**config.mk**
```make
export PLATFORM = sky130hd
export DESIGN_NAME = scp_fetch_unit
export DESIGN_NICKNAME = d
export VERILOG_FILES = /design/src/rtl/scp_fetch_unit.sv
export SDC_FILE = /design/constraint.sdc
export NUM_CORES = 1
export LEC_CHECK = 0
export BUFFER_PORTS_ARGS = -buffer_cell sky130_fd_sc_hd__buf_2
export CAP_MARGIN = 10
export CELL_PAD_IN_SITES_DETAIL_PLACEMENT = 1
export CELL_PAD_IN_SITES_GLOBAL_PLACEMENT = 2
export CORE_ASPECT_RATIO = 0.9
export CORE_MARGIN = 5
export CORE_UTILIZATION = 25
export DETAILED_ROUTE_END_ITERATION = 16
export GPL_ROUTABILITY_DRIVEN = 0
export PLACE_DENSITY = 0.92
export SETUP_SLACK_MARGIN = 0.5
export SYNTH_ARGS = -nofsm -noshare
export SYNTH_HDL_FRONTEND = slang
export SYNTH_SLANG_ARGS = --single-unit
```
**constraint.sdc**
```tcl
create_clock -name clk_i -period 3.7 [get_ports clk_i]
set_clock_uncertainty 0.05 [all_clocks]
set_input_delay 0.74 -clock clk_i [delete_from_list [all_inputs] [get_ports clk_i]]
set_output_delay 0.74 -clock clk_i [all_outputs]
set_load 0.02 [all_outputs]
```
**src/rtl/scp_fetch_unit.sv**
```systemverilog
// Instruction fetch stage: owns the PC, fetches one instruction at a time over a
// valid/ready memory port and holds it until the execute stage commits it.
module scp_fetch_unit #(
   parameter int               X_LEN    = 32,
   parameter logic [X_LEN-1:0] RESET_PC = '0
) (
   input  logic             clk_i,
   input  logic             rst_i,
   output logic             imem_req_o,
   output logic [X_LEN-1:0] imem_addr_o,
   input  logic             imem_ready_i,
   input  logic             imem_rvalid_i,
   input  logic [X_LEN-1:0] imem_rdata_i,
   input  logic             imem_err_i,
   input  logic             commit_i,
   input  logic             pc_sel_i,
   input  logic [X_LEN-1:0] target_i,
   output logic             instr_valid_o,
   output logic [X_LEN-1:0] instr_o,
   output logic [X_LEN-1:0] pc_o,
   output logic [X_LEN-1:0] pc_plus4_o,
   output logic             fault_o,
   output logic [1:0]       fault_cause_o
);

   localparam logic [X_LEN-1:0] NOP_INSTR = X_LEN'(32'h0000_0013);
   localparam logic [1:0] CAUSE_NONE  = 2'b00;
   localparam logic [1:0] CAUSE_IMEM  = 2'b01;
   localparam logic [1:0] CAUSE_ALIGN = 2'b10;

   typedef enum logic [1:0] {
      ST_FETCH = 2'd0,
      ST_WAIT  = 2'd1,
      ST_HOLD  = 2'd2,
      ST_FAULT = 2'd3
   } state_t;

   state_t           state_q, state_d;
   logic [X_LEN-1:0] pc_q, pc_d;
   logic [X_LEN-1:0] instr_q, instr_d;
   logic [1:0]       cause_q, cause_d;

   logic [X_LEN-1:0] seq_pc;
   logic [X_LEN-1:0] redirect_pc;
   logic [X_LEN-1:0] next_pc;

   assign seq_pc      = pc_q + X_LEN'(4);
   // JALR semantics: the redirect target always has bit 0 cleared.
   assign redirect_pc = target_i & ~X_LEN'(1);
   assign next_pc     = pc_sel_i ? redirect_pc : seq_pc;

   always_ff @(posedge clk_i) begin
      if (rst_i) begin
         state_q <= ST_FETCH;
         pc_q    <= RESET_PC;
         instr_q <= NOP_INSTR;
         cause_q <= CAUSE_NONE;
      end else begin
         state_q <= state_d;
         pc_q    <= pc_d;
         instr_q <= instr_d;
         cause_q <= cause_d;
      end
   end

   always_comb begin
      state_d = state_q;
      pc_d    = pc_q;
      instr_d = instr_q;
      cause_d = cause_q;
      case (state_q)
         ST_FETCH: begin
            if (imem_ready_i) begin
               state_d = ST_WAIT;
            end
         end
         ST_WAIT: begin
            if (imem_rvalid_i) begin
               if (imem_err_i) begin
                  state_d = ST_FAULT;
                  cause_d = CAUSE_IMEM;
               end else begin
                  state_d = ST_HOLD;
                  instr_d = imem_rdata_i;
               end
            end
         end
         ST_HOLD: begin
            if (commit_i) begin
               // Instruction is retired either way; downstream sees NOP from here on.
               instr_d = NOP_INSTR;
               if (next_pc[1]) begin
                  state_d = ST_FAULT;
                  cause_d = CAUSE_ALIGN;
               end else begin
                  state_d = ST_FETCH;
                  pc_d    = next_pc;
               end
            end
         end
         ST_FAULT: begin
            state_d = ST_FAULT;
         end
         default: begin
            state_d = ST_FAULT;
         end
      endcase
   end

   assign imem_req_o    = (state_q == ST_FETCH);
   assign imem_addr_o   = pc_q;
   assign instr_valid_o = (state_q == ST_HOLD);
   assign instr_o       = instr_q;
   assign pc_o          = pc_q;
   assign pc_plus4_o    = seq_pc;
   assign fault_o       = (state_q == ST_FAULT);
   assign fault_cause_o = cause_q;

endmodule

```
* Word-level counts from Yosys, hierarchy flattened
Index checks and enable logic that the tools add are counted.
** Operators by class
- Add/subtract/negate cells :: 1
- Equal/unequal tests :: 9
- Multiplexer cells :: 16
- Bitwise operators :: 1
- Reductions and logical operators :: 6
** Operators by type and width (count)
- 32-bit two-way mux :: 4
- 32-bit case mux with 2 select lines :: 1
- 32-bit by 3-bit adder with 32-bit output, second input constant :: 1
- 2-bit two-way mux :: 8
- 2-bit != test, second input constant :: 4
- 2-bit case mux with 4 select lines :: 1
- 3-bit AND reduction :: 2
- 5-bit AND reduction :: 1
- 2-bit == test, second input constant :: 2
- 2-bit by 1-bit != test with 1-bit output, second input constant :: 2
- 2-bit case mux with 2 select lines :: 1
- 4-bit AND reduction :: 1
- 2-bit by 1-bit == test with 1-bit output, second input constant :: 1
- 2-bit zero test :: 1
- 2-bit nonzero test :: 1
- 1-bit two-way mux :: 1
- 1-bit inverter :: 1
** Word-level totals
- Bits in registers :: 67
- Input bits :: 71
- Logic and storage cells :: 37

* Depth between registers and ports, before layout
- Depth after elaboration :: 5
- Mapped depth :: 8

* Worst setup path after synthesis
Ideal clock, no wire load.
- Path kind :: register -> output
- Start :: register pc_q[2], in the netlist imem_addr_o[2]
- End :: output port pc_plus4_o[22]
- Data arrival time :: 2.121 ns
- Data required time :: 2.910 ns
- Slack :: 0.789 ns
- Stages on the path, launching flop included :: 7
- Path buffers :: 0
- Path through :: dfxtp_1 ha_1 nand3_4 nor4_4 nand4_4 nor2_1 xor2_1
** On the way
- Word-level cells in the longest chain between the ends :: 1
** Ends and longest elaborated chain
- from (decl) :: RTL line 39 : logic [X_LEN-1:0] pc_q, pc_d;
- from (signal assigned) :: RTL line 60 : pc_q <= pc_d;
- 32-bit by 3-bit adder with 32-bit output :: RTL line 47 : assign seq_pc = pc_q + X_LEN'(4);
- to (decl) :: RTL line 21 : output logic [X_LEN-1:0] pc_plus4_o,
No other way between the ends.

* Final worst setup path
- Start :: register pc_q[2], in the netlist imem_addr_o[2]
- End :: output port pc_plus4_o[17]
Same word-level chain as after synthesis.

==> results.md <==
Floorplan:
- The die boundary height is 128 um.
- The count of standard-cell rows is 43.
- The initial core utilization is 25.2%.
- The total die area is 0.0181 mm^2.
- In this run the horizontal extent of the chip is 141 um.
- The region available for standard cell placement spans 0.0153 mm^2.
- The number of top-level pins is 204.

Setup path:
- The maximum fanout count along the critical path is 8.
- The critical path goes through buf_4 -> nand4_1 -> buf_4 -> or4_1 -> nor2_1 -> xor2_1 -> buf_2.
- The capturing element type of the critical path is a primary output.
- The worst setup slack for register-to-register paths is 1.04 ns.
- The type of the worst setup path is register to primary output.
- The depth of the worst register-to-register path is 8.
- The most frequent cell on the critical path is sky130_fd_sc_hd__buf_4.
- The launching element type of the critical path is a register.
- In this run the critical register-to-register path is launched from state_q[1].
- The worst register-to-register path ends at imem_addr_o[23].
- The required time at the worst-slack endpoint is 2.91 ns.
- The delay of the slowest cell on the worst path is 0.66 ns.
- The critical path data arrival time is 2.30 ns.
- The highest-delay cell along the critical path is sky130_fd_sc_hd__or4_1.

Job:
- The max-cap violation count is 0.

Detailed routing:
- The first TritonRoute pass finished after 4 iterations.
- The per-cell via count in the routed design is 4.92.
- The residual DRC count is 0.
- Detailed routing inserted a total of 4292 vias.
- The number of DRC violations after detailed-routing iteration 0 is 150.
- In the final routed layout, each cell accounts on average for 17.2 um.
- The total wire length after detailed routing is 15000 um.
- The number of nets with antenna violations after detailed routing is 0.

Yosys:
- In this run, synthesis inferred 0 flip-flops with an integrated enable.
- In this run, synthesis produced a sequential element count of 66.
- Sequential elements use 34.1% of the synthesized area.
- The share of the synthesized area in the top cell type is 34.1%.
- The average footprint of a synthesized cell is 7.62 um^2.
- The dominant combinational cell family by area after synthesis is simple AND/OR/NAND/NOR gates.
- The compound-gate portion of the synthesized area is 18.5%.
- The netlist uses 55 different library cells.
- For this run, the number of Yosys warnings is 0.
- Of the total synthesized cell area, the portion taken by XOR and XNOR cells is 6.33%.
- Synthesis produced a netlist whose cell count is 508.
- After synthesis, the cell types taking the most area are sky130_fd_sc_hd__dfxtp_1 (34%), sky130_fd_sc_hd__buf_4 (7.0%), sky130_fd_sc_hd__nand3_1 (7.0%).
- For this run, the leading register cell type out of synthesis is sky130_fd_sc_hd__dfxtp_1.
- The adder and majority cell fraction of the synthesized area is 0.323%.
- The fraction of synthesis flops using an asynchronous set or reset pin is 0%.
- The simple-gate share of the synthesized area is 28.0%.
- The cell type contributing the most total cell area after synthesis is sky130_fd_sc_hd__dfxtp_1.
- The portion of netlist area occupied by mux cells is 1.36%.
- The mapped netlist covers 0.00387 mm^2.

Placement:
- The total cell area at the placement stage is 0.00482 mm^2.
- Buffers placed on the I/O ports in this run total 196.
- Once detailed placement completed, the half-perimeter wirelength came to 10800 um.

Power and ir drop:
- The cell leakage power is 2.40 nW.
- The worst vdd rail ir drop is 0.200 mV.
- The power per cell area is 362 mW/mm^2.

Timing:
- Static timing analysis puts the maximum clock frequency at 0.324 GHz.
- The number of pins exceeding their max-slew limit in the final report is 0.
- The worst hold slack after final layout is 0.395 ns.
- The post-route fraction of the period consumed by the critical path is 83.5%.
- Setup repair after global routing could not meet its margin everywhere.
- Subtracting the final worst setup slack from the clock period gives 3.09 ns.
- In this run the tightest slew margin relative to its limit is 46.2%.
- Setup violations remaining at the end of the flow were counted as 0.
- The number of hold violations in the final report is 0.
- For the pin with the worst max-slew slack, the measured transition is 0.805 ns.
- In the final timing run, aggregate negative setup slack is 0 ns.

Clocking:
- Clock-pin slew was measured on the worst setup and hold paths at 0.05 ns.
- Counting every sink on the clock net gives 66.
- The number of buffers inserted during clock tree synthesis is 9.
- At the later pin of the worst-skew pair, clock insertion delay measures 0.33 ns.
- The number of H-tree branching levels is 3.
- Clock tree synthesis selected as its root buffer the cell sky130_fd_sc_hd__clkbuf_16.
- The number of buffers on the longest clock path is 2.
- The TritonCTS clock tree is built.
- Hold repair after CTS inserted 0 buffers.

Cells and area:
- The summed area of non-filler cells in the final layout is 0.00519 mm^2.
- The ratio of cells with drive above 1 in the final layout is 36.9%.
- At the end of the flow, the number of nets in the layout was 736.
- The layout overhead on the synthesized area is 34.1%.

Hold path:
- The class of the most critical hold timing path is register to register.
- The worst hold path passes through 2 cells.
- The hold path endpoint is instr_o[24].
- The critical hold path startpoint is instr_o[24].

Global routing:
- The overall track demand over capacity in global routing is 16.3%.
- The via count of the first global-routing pass is 4320.
- The initial antenna violation count was 2.
- The remaining global-route overflow is 0.
- The maximum number of pins on one net before global-route repair is 43.
- The first global-routing pass estimated 23500 um of wire.

Run status:
- The run finished with clean final reports.
==> kinds of logic after synthesis <==
| logic type | Yosys count |
|---|---|
| other cells | 1 |
| simple gates | 215 |
| flops | 66 |
| fa+ha+maj | 1 |
| mux | 5 |
| buf+inv | 79 |
| xor+xnor | 28 |
| compound gates | 113 |
==> timing repair <==
action,in CTS,in global routing
setup endpoints to repair,15,10
setup buffers,4,0
hold endpoints to repair,0,0
resized for setup,2,8
pin swaps,2,0
==> flip-flops by register name, summed over array words and instances, names as in the netlist <==
register / flops
fault_cause_o: 2
instr_o: 32
state_q: 2
imem_addr_o: 30
==> report_power, final <==
part	switching, mW	leakage (nW)	internal [mW]
clock	0.311	0.147	0.558
combinational	0.165	1.72	0.0900
sequential	0.0218	0.536	0.735
total	0.498	2.40	1.38
==> through the flow <==
stage | instances | power, mW | util (%) | worst slack, ns
after floorplan | 513 | 0.925 | - | 0.789
after global placement | 851 | 1.03 | 31.5 | 0.687
after detailed placement | 851 | 1.03 | 31.5 | 0.630
after CTS | 871 | 1.92 | 33.7 | 0.533
after global routing | 872 | 1.98 | 33.8 | 0.470
final | 873 | 1.88 | 33.9 | 0.611
==> Yosys cell counts (4+ instances only) <==
master	count
sky130_fd_sc_hd__buf_2	5
sky130_fd_sc_hd__o31ai_1	7
sky130_fd_sc_hd__nand4_1	9
sky130_fd_sc_hd__nor2_1	33
sky130_fd_sc_hd__and3_1	7
sky130_fd_sc_hd__xor2_1	14
sky130_fd_sc_hd__nand2_1	70
sky130_fd_sc_hd__clkbuf_1	28
sky130_fd_sc_hd__nor3_1	11
sky130_fd_sc_hd__a31oi_1	10
sky130_fd_sc_hd__a21oi_1	45
sky130_fd_sc_hd__buf_4	36
sky130_fd_sc_hd__dfxtp_1	66
sky130_fd_sc_hd__buf_1	4
sky130_fd_sc_hd__o21ai_0	13
sky130_fd_sc_hd__a211oi_1	5
sky130_fd_sc_hd__nand3_1	54
sky130_fd_sc_hd__xnor2_1	14
sky130_fd_sc_hd__or3_1	5
sky130_fd_sc_hd__inv_1	6
sky130_fd_sc_hd__a22oi_1	9
==> worst max-delay path, delay by kind of cell, from the launching register on <==
family        cells  cell delay (ns)
simple gates      3             0.93
buf+inv           3             0.55
flops             1             0.34
xor+xnor          1             0.14
==> per-layer routing <==
metal,vias to the layer above,wire (um),GRT usage [%]
li1,2082,-,-
met1,2056,6910,21.7
met2,136,6900,26.1
met3,16,1010,4.59
met4,2,185,3.99
met5,-,13,0
==> final cells by class <==
class | instances | area (um^2)
Timing Repair Buffer | 213 | 1110
Tap cell | 202 | 253
Clock inverter | 2 | 35.0
Antenna cell | 2 | 5.00
Sequential cell | 66 | 1330
Clock buffer | 14 | 264
Fill cell | 1937 | 10100
Multi-Input combinational cell | 368 | 2180
Inverter | 6 | 22.5
==> worst max-delay path by stage <==
stage | slack [ns] | start | to
2_1_floorplan | 0.79 | imem_addr_o[2] | pc_plus4_o[22]
3_3_place_gp | 0.69 | imem_addr_o[3] | pc_plus4_o[22]
3_5_place_dp | 0.63 | imem_addr_o[3] | pc_plus4_o[22]
4_1_cts | 0.53 | imem_addr_o[3] | pc_plus4_o[14]
5_1_grt | 0.47 | imem_addr_o[20] | pc_plus4_o[31]
6_report | 0.61 | imem_addr_o[2] | pc_plus4_o[17]
==> cell usage in the layout (no fill, tap or decap), types with 10 or more instances in the layout <==
cell / synthesis / final
sky130_fd_sc_hd__dfxtp_1: 66 / 62
sky130_fd_sc_hd__a31oi_1: 10 / 10
sky130_fd_sc_hd__nor2_1: 33 / 32
sky130_fd_sc_hd__nand3_1: 54 / 54
sky130_fd_sc_hd__nand2_1: 70 / 70
sky130_fd_sc_hd__buf_2: 5 / 196
sky130_fd_sc_hd__xnor2_1: 14 / 14
sky130_fd_sc_hd__buf_4: 36 / 17
sky130_fd_sc_hd__a21oi_1: 45 / 44
sky130_fd_sc_hd__o21ai_0: 13 / 13
sky130_fd_sc_hd__xor2_1: 14 / 14
Power figures use the tool's default switching activity.
